<file path="src/rtl/player_2_ctl.sv">
// Player 2 movement/animation controller: steps position, jump arc and walk
// animation once per frame on the rising edge of vertical blanking.
package state_pkg;
    typedef enum logic [2:0] {IDLE, LEFT1, LEFT2, RIGHT1, RIGHT2} State;
endpackage

module player_2_ctl
    import state_pkg::*;
#(
    parameter logic [11:0] X_START     = 12'd100,
    parameter logic [11:0] X_MAX       = 12'd760,
    parameter logic [11:0] STEP        = 12'd4,
    parameter logic [11:0] GROUND_Y    = 12'd60,
    parameter logic [11:0] JUMP_H      = 12'd60,
    parameter logic [11:0] JUMP_STEP   = 12'd4,
    parameter logic [7:0]  ANIM_FRAMES = 8'd8
) (
    input  logic        clk,
    input  logic        rst,
    input  logic        vblnk,
    input  logic        left,
    input  logic        right,
    input  logic        jump,
    output logic [11:0] xpos_player2,
    output logic [11:0] ypos_player2,
    output State        state
);

    typedef enum logic [1:0] {DIR_NONE, DIR_L, DIR_R} dir_t;
    typedef enum logic [1:0] {GROUND, RISE, FALL} jump_t;

    logic        r_vblnk_d;
    logic [11:0] r_x;
    logic [11:0] r_y;
    jump_t       r_jst;
    logic        r_phase;
    logic [7:0]  r_anim_cnt;
    dir_t        r_dir_prev;
    State        r_state;

    logic        w_tick;
    dir_t        w_dir;
    logic [11:0] w_apex;
    logic [12:0] w_x_inc;
    logic [12:0] w_y_inc;
    logic [12:0] w_y_floor;
    logic [11:0] w_y_rise;
    logic [11:0] w_x_nxt;
    logic [11:0] w_y_nxt;
    jump_t       w_jst_nxt;
    logic        w_phase_nxt;
    logic [7:0]  w_anim_nxt;
    State        w_state_nxt;

    // One tick per frame regardless of how long vblnk stays high.
    assign w_tick    = vblnk & ~r_vblnk_d;
    assign w_apex    = GROUND_Y - JUMP_H;
    assign w_x_inc   = {1'b0, r_x} + {1'b0, STEP};
    assign w_y_inc   = {1'b0, r_y} + {1'b0, JUMP_STEP};
    assign w_y_floor = {1'b0, w_apex} + {1'b0, JUMP_STEP};
    assign w_y_rise  = ({1'b0, r_y} < w_y_floor) ? w_apex : (r_y - JUMP_STEP);

    always_comb begin
        w_dir = DIR_NONE;
        if (right && !left)
            w_dir = DIR_R;
        else if (left && !right)
            w_dir = DIR_L;
    end

    always_comb begin
        w_x_nxt = r_x;
        case (w_dir)
            DIR_R:   w_x_nxt = (w_x_inc > {1'b0, X_MAX}) ? X_MAX : w_x_inc[11:0];
            DIR_L:   w_x_nxt = (r_x < STEP) ? 12'd0 : (r_x - STEP);
            default: w_x_nxt = r_x;
        endcase
    end

    // Jump arc: GROUND -> RISE until apex -> FALL until ground.
    always_comb begin
        w_jst_nxt = r_jst;
        w_y_nxt   = r_y;
        case (r_jst)
            GROUND: begin
                if (jump) begin
                    w_jst_nxt = RISE;
                    w_y_nxt   = w_y_rise;
                end
            end
            RISE: begin
                w_y_nxt = w_y_rise;
                if (w_y_rise == w_apex)
                    w_jst_nxt = FALL;
            end
            FALL: begin
                if (w_y_inc >= {1'b0, GROUND_Y}) begin
                    w_y_nxt   = GROUND_Y;
                    w_jst_nxt = GROUND;
                end else begin
                    w_y_nxt = w_y_inc[11:0];
                end
            end
            default: begin
                w_jst_nxt = GROUND;
                w_y_nxt   = GROUND_Y;
            end
        endcase
    end

    always_comb begin
        w_phase_nxt = 1'b0;
        w_anim_nxt  = 8'd0;
        if (w_dir != DIR_NONE && w_dir == r_dir_prev) begin
            if (r_anim_cnt == ANIM_FRAMES - 8'd1) begin
                w_anim_nxt  = 8'd0;
                w_phase_nxt = ~r_phase;
            end else begin
                w_anim_nxt  = r_anim_cnt + 8'd1;
                w_phase_nxt = r_phase;
            end
        end
    end

    always_comb begin
        w_state_nxt = IDLE;
        case (w_dir)
            DIR_R:   w_state_nxt = w_phase_nxt ? RIGHT2 : RIGHT1;
            DIR_L:   w_state_nxt = w_phase_nxt ? LEFT2 : LEFT1;
            default: w_state_nxt = IDLE;
        endcase
    end

    always_ff @(posedge clk) begin
        if (rst) begin
            r_vblnk_d  <= 1'b0;
            r_x        <= X_START;
            r_y        <= GROUND_Y;
            r_jst      <= GROUND;
            r_phase    <= 1'b0;
            r_anim_cnt <= 8'd0;
            r_dir_prev <= DIR_NONE;
            r_state    <= IDLE;
        end else begin
            r_vblnk_d <= vblnk;
            if (w_tick) begin
                r_x        <= w_x_nxt;
                r_y        <= w_y_nxt;
                r_jst      <= w_jst_nxt;
                r_phase    <= w_phase_nxt;
                r_anim_cnt <= w_anim_nxt;
                r_dir_prev <= w_dir;
                r_state    <= w_state_nxt;
            end
        end
    end

    assign xpos_player2 = r_x;
    assign ypos_player2 = r_y;
    assign state        = r_state;

endmodule
</file>
<file path="config.mk">
export PLATFORM = sky130hd
export DESIGN_NAME = player_2_ctl
export DESIGN_NICKNAME = d
export VERILOG_FILES = /design/src/rtl/player_2_ctl.sv
export SDC_FILE = /design/constraint.sdc
export NUM_CORES = 1
export LEC_CHECK = 0
export ABC_AREA = 1
export ABC_CLOCK_PERIOD_IN_PS = 1900
export CAP_MARGIN = 15
export CELL_PAD_IN_SITES_DETAIL_PLACEMENT = 2
export CELL_PAD_IN_SITES_GLOBAL_PLACEMENT = 2
export CORE_ASPECT_RATIO = 0.6
export CORE_MARGIN = 1
export CORE_UTILIZATION = 31
export CTS_CLUSTER_SIZE = 30
export DETAILED_ROUTE_END_ITERATION = 7
export GPL_ROUTABILITY_DRIVEN = 0
export HOLD_SLACK_MARGIN = 0.1
export PLACE_DENSITY_LB_ADDON = 0.3
export SLEW_MARGIN = 0
export SYNTH_ARGS = -nofsm -noshare
export SYNTH_HDL_FRONTEND = slang
export SYNTH_SLANG_ARGS = --single-unit
</file>
<file path="constraint.sdc">
create_clock -name clk -period 1.9 [get_ports clk]
set_input_delay 0.475 -clock clk [delete_from_list [all_inputs] [get_ports clk]]
set_output_delay 0.475 -clock clk [all_outputs]
set_load 0.02 [all_outputs]
</file>
# Word-level counts from Yosys, hierarchy flattened
# Cells that the tools add are included.
[word_totals] reg_bits=41 latchBits=0 ramBits=0 rom_bits=0 input_bits=6 n_memories=0
[op_classes] add_sub_neg=5 n_mul=0 n_div=0 magnitude_cmp=4 n_eq_ne=9 shifts=0 muxes=20 n_bitwise=3 n_reduce_logical=12
[ops] cell="12-bit two-way mux" n=5
[ops] cell="12-bit case mux with 3 select lines" n=1
[ops] cell="12-bit by 3-bit adder with 13-bit output (second input constant)" n=2
[ops] cell="12-bit by 3-bit < comparator with 1-bit output (second input constant)" n=2
[ops] cell="12-bit case mux with 2 select lines" n=1
[ops] cell="12-bit by 3-bit subtractor with 12-bit output (second input constant)" n=2
[ops] cell="8-bit two-way mux" n=2
[ops] cell="13-bit by 6-bit >= comparator with 1-bit output (second input constant)" n=1
[ops] cell="13-bit by 10-bit greater-than comparator with 1-bit output (second input constant)" n=1
[ops] cell="12-bit zero test" n=1
[ops] cell="2-bit two-way mux" n=5
[ops] cell="8-bit by 1-bit adder with 8-bit output (second input constant)" n=1
[ops] cell="8-bit by 3-bit equality test with 1-bit output (second input constant)" n=1
[ops] cell="2-bit inequality test (second input constant)" n=3
[ops] cell="2-bit case mux with 3 select lines" n=1
[ops] cell="3-bit case mux with 2 select lines" n=1
[ops] cell="2-bit by 1-bit equality test with 1-bit output (second input constant)" n=2
[ops] cell="2-bit equality test (second input constant)" n=2
[ops] cell="2-bit AND reduction" n=2
[ops] cell="4-bit AND reduction" n=1
[ops] cell="2-bit nonzero test" n=2
[ops] cell="1-bit logical AND" n=3
[ops] cell="1-bit two-way mux" n=3
[ops] cell="3-bit two-way mux" n=1
[ops] cell="5 further kinds" n=7

# Longest topological paths before layout
# Gate-level depths: netlist of run 1.
[depth] ltp_word=9 mapped_depth=14 depth_no_buf=14

# Worst setup path after synthesis of run 1
# OpenSTA, ideal clock, no wires.
[synth_path] kind="flip-flop to flip-flop" start="register r_y[2] (netlist: ypos_player2[2])" end="register r_jst[1]" setup_ps=132 arrival_time_ps=1691 t_required_ps=1768 path_slack_ps=76 stages_incl_launch_ff=13 path_buffers=0 synth_period_minus_slack_ps=1824 cell_sequence="dfxtp_1 > inv_2 > ha_1 > nand2_1 > nand2_1 > nand2_1 > nor2_1 > nor2_1 > nand4_2 > nand2_1 > inv_2 > nand3_1 > a21oi_1"
[synth_via] elab_chain_len=5 word_cells_on_any_way=9 cone_classes="add/sub: 2; order compare: 2; eq/ne: 2; mux: 1; reduce/logical: 2"
[synth_lines] item="start, declared" line="34" rtl="logic [11:0] r_y;"
[synth_lines] item="start signal, assigned" line="148" rtl="r_y <= w_y_nxt;"
[synth_lines] item="parallel branches: the longest is 4 deep, another holds 12-bit by 3-bit adder with 13-bit output"
[synth_lines] item="4-bit AND reduction (no source line) *"
[synth_lines] item="end signal, assigned" line="149" rtl="r_jst <= w_jst_nxt;"
[synth_lines] item="end, declared" line="35" rtl="jump_t r_jst;"
# Every way passes the cells marked *.
# A chain may end at the register's enable or synchronous reset.

# Worst setup path in the final report of run 1
[layout_path] start="register r_y[4] (netlist: ypos_player2[4])" end="register r_jst[0]"
# The elaborated chain is that of the path after synthesis.

==> results of run 1 <==
## state kept, by name, indices dropped and copies added, names as in the netlist
register,cells
r_phase,1
xpos_player2,10
state,3
r_anim_cnt,8
r_vblnk_d,1
r_jst,2
ypos_player2,12
r_dir_prev,2
## synth_stat cells, types with 6 or more instances
cell	n
a21oi_1	29
buf_6	7
dfxtp_1	39
ha_1	9
inv_1	43
inv_2	6
nand2_1	100
nand3_1	33
nand4_1	7
nor2_1	46
nor2_2	11
o21ai_0	18
xor2_1	14
## power by group
group | switching, W | internal, W
Clock | 0.000379 | 0.000486
Combinational | 0.000413 | 0.000261
Sequential | 0.0000674 | 0.000853
Total | 0.000859 | 0.00160
## cell type report
class                      count  area [µm²]  share of cell area, %
inverter                      52         211                   5.43
clock buffer                   6         129                   3.31
sequential                    39         810                   20.8
clock inverter                 2        12.5                  0.321
timing repair buffer          75         649                   16.7
multi-input combinational    319        1940                   49.9
tap                          112         140                   3.60
## stage by stage
stage / cells / total power (W) / utilization [%]
finish: 605 / 0.00246 / 44.7
global route: 605 / 0.00255 / 44.7
CTS: 597 / 0.00235 / 42.1
detailed placement: 588 / 0.00146 / 39.4
global placement: 588 / 0.00143 / 39.4
floorplan: 427 / 0.00124 / -
## routing by layer
| layer | global-route usage, % | up-vias | routed length [µm] |
|---|---|---|---|
| met2 | 38.2 | 85 | 6670 |
| li1 | - | 1507 | - |
| met4 | 5.30 | 0 | 257 |
| met5 | 0 | - | 0 |
| met1 | 35.4 | 1657 | 6450 |
| met3 | 3.93 | 25 | 574 |
## worst max-delay path, cell delays in order (launching register included)
cell and delay [ns]:
dfxtp_4 0.37, buf_4 0.16, nor2_1 0.21, nand2_1 0.17, o21ai_0 0.39, nand2_1 0.15, nand3_2 0.10, nor2_2 0.05
nand3_1 0.08, nand2_1 0.05, nand3_1 0.10, nand2_1 0.09, inv_1 0.08
## kinds of logic after synthesis
kind of cell | after synthesis | share of synthesized area (%)
buffers and inverters | 69 | 11.6
AOI/OAI and AO/OA | 67 | 13.8
DFF | 39 | 27.4
and+or+nand+nor | 224 | 37.7
adders and majority gates | 9 | 3.95
other | 1 | 0.131
xor gates and xnor gates | 17 | 5.48
## worst min path at each step
stage / to / cells after the start / from / slack [ns]
after floorplan: r_dir_prev[1]$_SDFFE_PP0P_ / 2 / r_dir_prev[1]$_SDFFE_PP0P_ / 0.45
after global placement: state[0]$_SDFFE_PP0P_ / 2 / state[0]$_SDFFE_PP0P_ / 0.46
after detailed placement: state[2]$_SDFFE_PP0P_ / 2 / state[2]$_SDFFE_PP0P_ / 0.47
after CTS: state[2]$_SDFFE_PP0P_ / 2 / state[2]$_SDFFE_PP0P_ / 0.48
after global routing: state[2]$_SDFFE_PP0P_ / 2 / state[2]$_SDFFE_PP0P_ / 0.52
final: state[2]$_SDFFE_PP0P_ / 2 / state[2]$_SDFFE_PP0P_ / 0.49
## timing repair
| item | 4_1_cts | 5_1_grt |
|---|---|---|
| endpoints found under the hold margin | 0 | 0 |
| resized for setup | 39 | 47 |
| setup endpoints to repair | 42 | 20 |
| hold buffers | 0 | 0 |
| setup buffers | 1 | 8 |
| pin swaps | 3 | 19 |
==> summary.md, run 1 <==
| Metric | Value |
|---|---|
| Post-Syn Area per Cell | `6.70 µm²` |
| Fmax | `482 MHz` |
| Clock latency on the worst-skew pair | `0.30 ns` |
| Layout fillers | `1,030` |
| Required @ worst endpoint | `2.14 ns` |
| Crit path DAT | `2.31 ns` |
| Vias per cell | `5.41` |
| Worst-margin pin slew | `0.713 ns` |
| Via Count | `3,274` |
| Largest net degree at the start of global routing | `21` |
| Nets | `507` |
| Drt drc | `0` |
| CP endpoint kind | `flip-flop` |
| Final hold vios | `0` |
| FF-to-FF setup slack | `-0.17 ns` |
| CP Launch Point | `ypos_player2[4]$_SDFFE_PP1P_` |
| DR iter-0 viols | `167` |
| First-pass GRT wire length | `18,200 µm` |
| Total GRT Usage | `24.5%` |
| Row count | `26` |
| Final wirelength | `14,000 µm` |
| Largest area contributor in the netlist | `dfxtp_1` |
| Fin. max-slew vios | `0` |
| Width of the chip | `126 µm` |
| Status | `complete, but fails checks` |
| R2R Path End | `r_jst[0]$_SDFFE_PP0P_` |
| Final TNS setup | `-1.14 ns` |
| Leak | `1.71 nW` |
| Total CTS buffers | `5` |
| DP Area | `3440 µm²` |
| Number of synthesized flops with an enable pin | `0` |
| Die Area | `9600 µm²` |
| DR pass1 iterations | `4` |
| Worst r2r path cells | `12` |
| Design Area, Final | `3890 µm²` |
| Asr flop ratio synth | `0%` |
| Worst hold slack | `0.487 ns` |
| Final Cycle Share | `109%` |
| Setup-failing EPs final | `15` |
| Netlist cell types | `48` |
| Rel. slew slack | `52.1%` |
| Area delta synth->final | `36.5%` |
| Synth top area share | `27.4%` |
| Worst min path class | `flip-flop to flip-flop` |
| Post-Route Skew | `0.00666 ns` |
| Post-place setup slack | `-0.506 ns` |
| Cell Area, Synth | `2850 µm²` |
| Root buf cell | `clkbuf_16` |
| Clock sinks | `39` |
| WL/cell | `23.1 µm` |
| Total grt overflow | `0` |
| Failing checks | `negative setup slack` |
| Startpoint types | `flip-flop` |
| Number of warning messages in the yosys log | `0` |
| Vias in the first global route | `3,334` |
| Chip height | `76.3 µm` |
| Commonest non-fill, non-tap cell in the layout | `nand2_1` |
| Share of layout cells above drive strength 1 | `29.0%` |
| Commonest non-fill, non-tap cells in the layout | `nand2_1 (92), buf_4 (43), nor2_1 (39), inv_1 (37), nand3_1 (30)` |
| # H-tree levels | `2` |
| Clk slew on worst S/H paths | `0.07 ns` |
| Largest cells by area after synthesis | `dfxtp_1 (27%), nand2_1 (13%), nor2_1 (6.1%)` |
| Worst setup path endpoint | `r_jst[0]$_SDFFE_PP0P_` |
| Crit path time final | `2.07 ns` |
| Post-DP HPWL | `8420 µm` |
| FF-to-FF Start | `ypos_player2[4]$_SDFFE_PP1P_` |
| IO buf count | `30` |
| TritonCTS clock tree | `built` |
| Synth Flop Type | `dfxtp_1` |
| RSZ-0062 raised after global routing | `true` |
| Mapped Cells | `426` |
| Power Dens Cells | `631 nW/µm²` |
| Initial antenna violation count | `0` |
| Post-route antenna net violation count | `0` |
| Setup slack after layout | `-0.174 ns` |
| Initial Utilization | `32.7%` |
| Inserted Diodes | `0` |
| I/O pin cnt | `33` |
| Core area | `8720 µm²` |
| Peak VDD IR | `350 µV` |
| WS Path Type | `flip-flop to flip-flop` |
| Critical Path Fanout Max | `6` |
| Max-cap viol count | `0` |
| Clock Path Buffers | `2` |
| Post-synthesis sequential area ratio | `27.4%` |
| FF+latch count, synth | `39` |
(Power assumes the default switching activity.)
==> run 2: changes to the inputs <==
--- a/config.mk
+++ b/config.mk
@@ -17,6 +17,7 @@
 export DETAILED_ROUTE_END_ITERATION = 7
 export GPL_ROUTABILITY_DRIVEN = 0
 export HOLD_SLACK_MARGIN = 0.1
+export MAX_ROUTING_LAYER = met4
 export PLACE_DENSITY_LB_ADDON = 0.3
 export SLEW_MARGIN = 0
 export SYNTH_ARGS = -nofsm -noshare
==> run 2 against run 1 <==
  * The run still ends with negative setup slack left
  * Fmax decreased by 0.17%
  * Register-to-register slack is essentially flat
  * Cell count stayed put
  * First-iteration DRC count increased by 2.4%
  * Via count down 0.76%
  * Clock power about the same
  * Critical path depth stayed put
  * Clock skew decreased by 0.00063 ns
  * Critical endpoint is now r_jst[1]$_SDFFE_PP0P_
==> summary.md, run 2 (synthesis gave the netlist of run 1 again) <==
| Metric | Value |
|---|---|
| DR pass1 iterations | `4` |
| Row count | `26` |
| WL/cell | `23.0 µm` |
| Width of the chip | `126 µm` |
| Initial Utilization | `32.7%` |
| Clock Path Buffers | `2` |
| WS Path Type | `flip-flop to flip-flop` |
| Peak VDD IR | `351 µV` |
| Worst min path class | `flip-flop to flip-flop` |
| Core area | `8720 µm²` |
| # H-tree levels | `2` |
| Vias per cell | `5.37` |
| Clock latency on the worst-skew pair | `0.30 ns` |
| Inserted Diodes | `0` |
| Commonest non-fill, non-tap cell in the layout | `nand2_1` |
| Nets | `507` |
| Post-DP HPWL | `8420 µm` |
| Critical Path Fanout Max | `6` |
| Fmax | `481 MHz` |
| CP endpoint kind | `flip-flop` |
| Power Dens Cells | `630 nW/µm²` |
| Hold_sp | `state[2]$_SDFFE_PP0P_` |
| Share of layout cells above drive strength 1 | `29.0%` |
| First-pass GRT wire length | `18,200 µm` |
| Chip height | `76.3 µm` |
| Clk slew on worst S/H paths | `0.06 ns` |
| Crit path time final | `2.08 ns` |
| IO buf count | `30` |
| Area delta synth->final | `36.5%` |
| TritonCTS clock tree | `built` |
| Worst-margin pin slew | `0.747 ns` |
| Fin. max-slew vios | `0` |
| Clock sinks | `39` |
| FF-to-FF Start | `ypos_player2[4]$_SDFFE_PP1P_` |
| RSZ-0062 raised after global routing | `true` |
| Final wirelength | `13,900 µm` |
| I/O pin cnt | `33` |
| Worst hold slack | `0.487 ns` |
| Setup slack after layout | `-0.177 ns` |
| Max-cap viol count | `0` |
| DP Area | `3440 µm²` |
| Rel. slew slack | `49.8%` |
| DR iter-0 viols | `171` |
| Status | `complete, but fails checks` |
| Leak | `1.71 nW` |
| Required @ worst endpoint | `2.12 ns` |
| Die Area | `9600 µm²` |
| Total grt overflow | `0` |
| Final Cycle Share | `109%` |
| Drt drc | `0` |
| Design Area, Final | `3890 µm²` |
| Largest net degree at the start of global routing | `21` |
| Max reg flops | `12` |
| Total CTS buffers | `5` |
| Crit path DAT | `2.30 ns` |
| Total GRT Usage | `25.2%` |
| Vias in the first global route | `3,329` |
| Startpoint types | `flip-flop` |
| CP Launch Point | `ypos_player2[4]$_SDFFE_PP1P_` |
| Post-route antenna net violation count | `0` |
| Final hold vios | `0` |
| Root buf cell | `clkbuf_16` |
| Setup-failing EPs final | `15` |
| Post-CTS Hold Fix Bufs | `0` |
| Initial antenna violation count | `0` |
| Via Count | `3,249` |
| Commonest non-fill, non-tap cells in the layout | `nand2_1 (92), buf_4 (43), nor2_1 (39), inv_1 (37), nand3_1 (30)` |
| Failing checks | `negative setup slack` |
| Post-Route Skew | `0.00602 ns` |
## run 2: routing by layer
layer  GRT usage [%]  share of wire, %  vias to the layer above  routed length [µm]
met5               -                 0                        -                   0
met4            5.30               2.1                        0                 295
met3            3.93               5.0                       30                 700
met2            38.2                48                       93                6690
met1            35.2                45                     1623                6250
li1                -                 -                     1503                   -
## run 2: timing repair
item,in CTS,in global routing
gates resized for setup,39,47
pin swaps,3,19
buffers inserted,1,8
setup endpoints to repair,42,20
## run 2: metrics by stage
step           cells  TNS [ns]  power, W  util (%)  setup WS, ns
3_3_place_gp     588     -6.02   0.00143      39.4        -0.353
4_1_cts          597         0   0.00235      42.1       0.00216
2_1_floorplan    427         0   0.00124         -        0.0765
5_1_grt          605     -2.04   0.00255      44.7        -0.215
6_report         605     -1.25   0.00245      44.7        -0.177
3_5_place_dp     588     -9.40   0.00146      39.4        -0.506
## run 2: layout make-up
cell class                      instances  area (µm²)
Timing Repair Buffer                   75         649
Clock inverter                          2        12.5
Inverter                               52         211
Clock buffer                            6         129
Tap cell                              112         140
Fill cell                            1030        4820
Multi-Input combinational cell        319        1940
Sequential cell                        39         810
## run 2: worst paths after layout
| path | to | slack (ns) | cells past startpoint |
|---|---|---|---|
| worst max register to register | r_jst[1]$_SDFFE_PP0P_ | -0.18 | 12 |
| worst min register to register | state[2]$_SDFFE_PP0P_ | 0.49 | 2 |
| worst max-delay path | r_jst[1]$_SDFFE_PP0P_ | -0.18 | 12 |
| worst min-delay path | state[2]$_SDFFE_PP0P_ | 0.49 | 2 |
## run 2: power breakdown
group / internal, W / switching, W / leakage (nW)
logic: 0.000261 / 0.000411 / 1.33
registers: 0.000853 / 0.0000670 / 0.320
clock network: 0.000486 / 0.000377 / 0.0669
## run 2: worst max-delay path, cell delays in order, from the launching register on
cell and delay, ns:
dfxtp_4 0.37, buf_4 0.16, nor2_1 0.21, nand3_1 0.16
nand2_1 0.15, nand2_1 0.10, nand2_1 0.09, nand2_1 0.09
nor2_2 0.12, nand2_1 0.09, nor2_2 0.15, nand3_1 0.13
a21oi_2 0.18
==> run 3: changes to the inputs <==
==> constraint.sdc (replaced) <==
create_clock -name clk -period 1.9 [get_ports clk]
set_input_delay 0.38 -clock clk [delete_from_list [all_inputs] [get_ports clk]]
set_output_delay 0.38 -clock clk [all_outputs]
set_load 0.01 [all_outputs]
==> run 3 against run 2 <==
  * The run still ends with negative setup slack left
  * Global-route usage is 1.5 points lower
  * Combinational power down 8.8%
  * Utilization decreased by 0.90 points
  * Critical path type unchanged
  * Power decreased by 2.8%
  * Largest cell class unchanged
  * Sequential power down 0.7%
  * Critical path depth unchanged
  * Wire length shrank 5.3%
  * Non-clock buffer count is 1 lower
  * Die area unchanged
  * Worst setup slack gained 0.066 ns
  * Cell count is 0.17% lower
==> summary.md, run 3 (synthesis gave the netlist of run 1 again) <==
| Metric | Value |
|---|---|
| Status | `complete, but fails checks` |
| Failing checks | `negative setup slack` |
| Post-route antenna net violation count | `0` |
| Worst r2r path cells | `12` |
| Worst-margin pin slew | `0.701 ns` |
| Via Count | `3,217` |
| Peak VDD IR | `311 µV` |
| Vias per cell | `5.33` |
| WL/cell | `21.8 µm` |
| Crit path DAT | `2.21 ns` |
| Gate power share | `25.7%` |
| Clock latency on the worst-skew pair | `0.29 ns` |
| I/O pin cnt | `33` |
| DR pass1 iterations | `4` |
| Fin. max-slew vios | `0` |
| Chip height | `76.3 µm` |
| Internal power | `0.00158 W` |
| Post-DP HPWL | `8140 µm` |
| First-pass GRT wire length | `17,400 µm` |
| Leak | `1.63 nW` |
| Crit path time final | `2.01 ns` |
| Max reg flops | `12` |
| Initial antenna violation count | `0` |
| IO buf count | `30` |
| Hold_sp | `state[0]$_SDFFE_PP0P_` |
| # H-tree levels | `2` |
| Design Area, Final | `3810 µm²` |
| Final Cycle Share | `106%` |
| Root buf cell | `clkbuf_16` |
| WS Path Type | `flip-flop to flip-flop` |
| DP Area | `3430 µm²` |
| Post-Route Skew | `0.00835 ns` |
| FF-to-FF Start | `ypos_player2[5]$_SDFFE_PP1P_` |
| Critical Path Fanout Max | `7` |
| Clock Power Share | `36.0%` |
| Power Dens Cells | `626 nW/µm²` |
| Register Area | `808 µm²` |
| Largest net degree at the start of global routing | `21` |
| Share of layout cells above drive strength 1 | `26.2%` |
| DR iter-0 viols | `133` |
| Initial Utilization | `32.7%` |
| Footprint of the multi-input gates | `1890 µm²` |
| Final hold vios | `0` |
| Net Sw Power | `0.000803 W` |
| Row count | `26` |
| Area delta synth->final | `33.7%` |
| Startpoint types | `flip-flop` |
| Drt drc | `0` |
| Layout fillers | `1,029` |
| Required @ worst endpoint | `2.10 ns` |
| Total GRT Usage | `23.7%` |
| Rel. slew slack | `52.8%` |
| Utilization after layout | `43.8%` |
| Core area | `8720 µm²` |
| TritonCTS clock tree | `built` |
| R2R Path End | `r_jst[1]$_SDFFE_PP0P_` |
| Total CTS buffers | `5` |
| Sequential share of power | `38.3%` |
| Final wirelength | `13,200 µm` |
| Total grt overflow | `0` |
| Width of the chip | `126 µm` |
| Commonest non-fill, non-tap cells in the layout | `nand2_1 (94), buf_4 (44), nor2_1 (42), inv_1 (40), nand3_1 (31)` |
| Post-CTS Hold Fix Bufs | `0` |
| Worst min path class | `flip-flop to flip-flop` |
| Vias in the first global route | `3,226` |
| Clock Path Buffers | `2` |
| Setup slack after layout | `-0.112 ns` |
| Die Area | `9600 µm²` |
| Nets | `506` |
| WHS Path Cells | `2` |
| Clk slew on worst S/H paths | `0.07 ns` |
| Commonest non-fill, non-tap cell in the layout | `nand2_1` |
| RSZ-0062 raised after global routing | `true` |
| CP endpoint kind | `flip-flop` |
| Clock sinks | `39` |
| Sw frac | `33.6%` |
| Fmax | `497 MHz` |
| FF-to-FF setup slack | `-0.11 ns` |
| Setup-failing EPs final | `6` |
| Max-cap viol count | `0` |
| Inserted Diodes | `0` |
| Hold Path Sink | `state[0]$_SDFFE_PP0P_` |
## run 3: changes by cell type in the layout (fill, tap and decap cells not counted), sizes merged
cell           delta
clkdlybuf4s50    +10
clkbuf            -1
dlygate4sd2       -5
clkinvlp          +1
dlymetal6s2s      -5
buf               -1
## run 3: through the flow
stage	worst slack (ns)	power (W)	setup TNS, ns	hold slack, ns	cells
after floorplan	0.157	0.00122	0	0.450	427
after global placement	-0.249	0.00141	-3.59	0.459	587
after detailed placement	-0.404	0.00144	-5.80	0.467	587
after CTS	0.00774	0.00231	0	0.485	596
after global routing	-0.217	0.00249	-1.73	0.522	604
final	-0.112	0.00239	-0.352	0.493	604
## run 3: worst max-delay path by stage
| stage | from | slack (ns) | to | depth (start not counted) |
|---|---|---|---|---|
| 6_report | ypos_player2[5]$_SDFFE_PP1P_ | -0.11 | r_jst[1]$_SDFFE_PP0P_ | 12 |
| 3_3_place_gp | left | -0.25 | r_anim_cnt[5]$_SDFFE_PP0P_ | 10 |
| 5_1_grt | xpos_player2[3]$_SDFFE_PP0P_ | -0.22 | xpos_player2[5]$_SDFFE_PP1P_ | 13 |
| 2_1_floorplan | ypos_player2[2]$_SDFFE_PP1P_ | 0.16 | r_jst[1]$_SDFFE_PP0P_ | 12 |
| 3_5_place_dp | left | -0.40 | r_anim_cnt[5]$_SDFFE_PP0P_ | 10 |
| 4_1_cts | ypos_player2[2]$_SDFFE_PP1P_ | 0.008 | r_jst[1]$_SDFFE_PP0P_ | 12 |
## run 3: layer usage
| layer | part of all wire [%] | routed length [µm] | vias to the layer above | global-route usage (%) |
|---|---|---|---|---|
| met4 | 1.5 | 199 | 0 | 3.37 |
| met5 | 0 | 0 | - | - |
| met3 | 4.9 | 645 | 19 | 3.79 |
| met2 | 44 | 5830 | 82 | 34.8 |
| met1 | 49 | 6520 | 1615 | 34.5 |
| li1 | - | - | 1501 | - |
## run 3: layout make-up
| type | instances | share of cell area, % |
|---|---|---|
| multi-input combinational | 319 | 49.5 |
| sequential | 39 | 21.2 |
| timing repair buffer | 74 | 16.5 |
| inverter | 52 | 5.41 |
| tap | 112 | 3.67 |
| clock buffer | 5 | 3.28 |
| clock inverter | 3 | 0.525 |
## run 3: power by group through the flow
stage	logic [W]	clock network, W	registers (W)
floorplan	0.000307	0	0.000915
global placement	0.000490	0	0.000922
detailed placement	0.000513	0	0.000926
CTS	0.000534	0.000868	0.000910
global route	0.000655	0.000914	0.000919
finish	0.000613	0.000860	0.000914
## run 3: worst max-delay path: stages (launching register included)
cell and delay, ns:
dfxtp_2 0.37, buf_4 0.18, nor2_4 0.13, nand2_1 0.11, nor2_2 0.20, nand2_1 0.09
nand2_1 0.09, nor2_1 0.07, nor2_2 0.13, nand2_1 0.06, nor2_1 0.15, nand3_1 0.11
a21oi_1 0.22
## run 3: timing repair
item                       CTS  global route
gates resized for setup     19            34
setup endpoints to repair   21            15
gates cloned                 0             0
pin swaps                    5             7
setup buffers                1             8
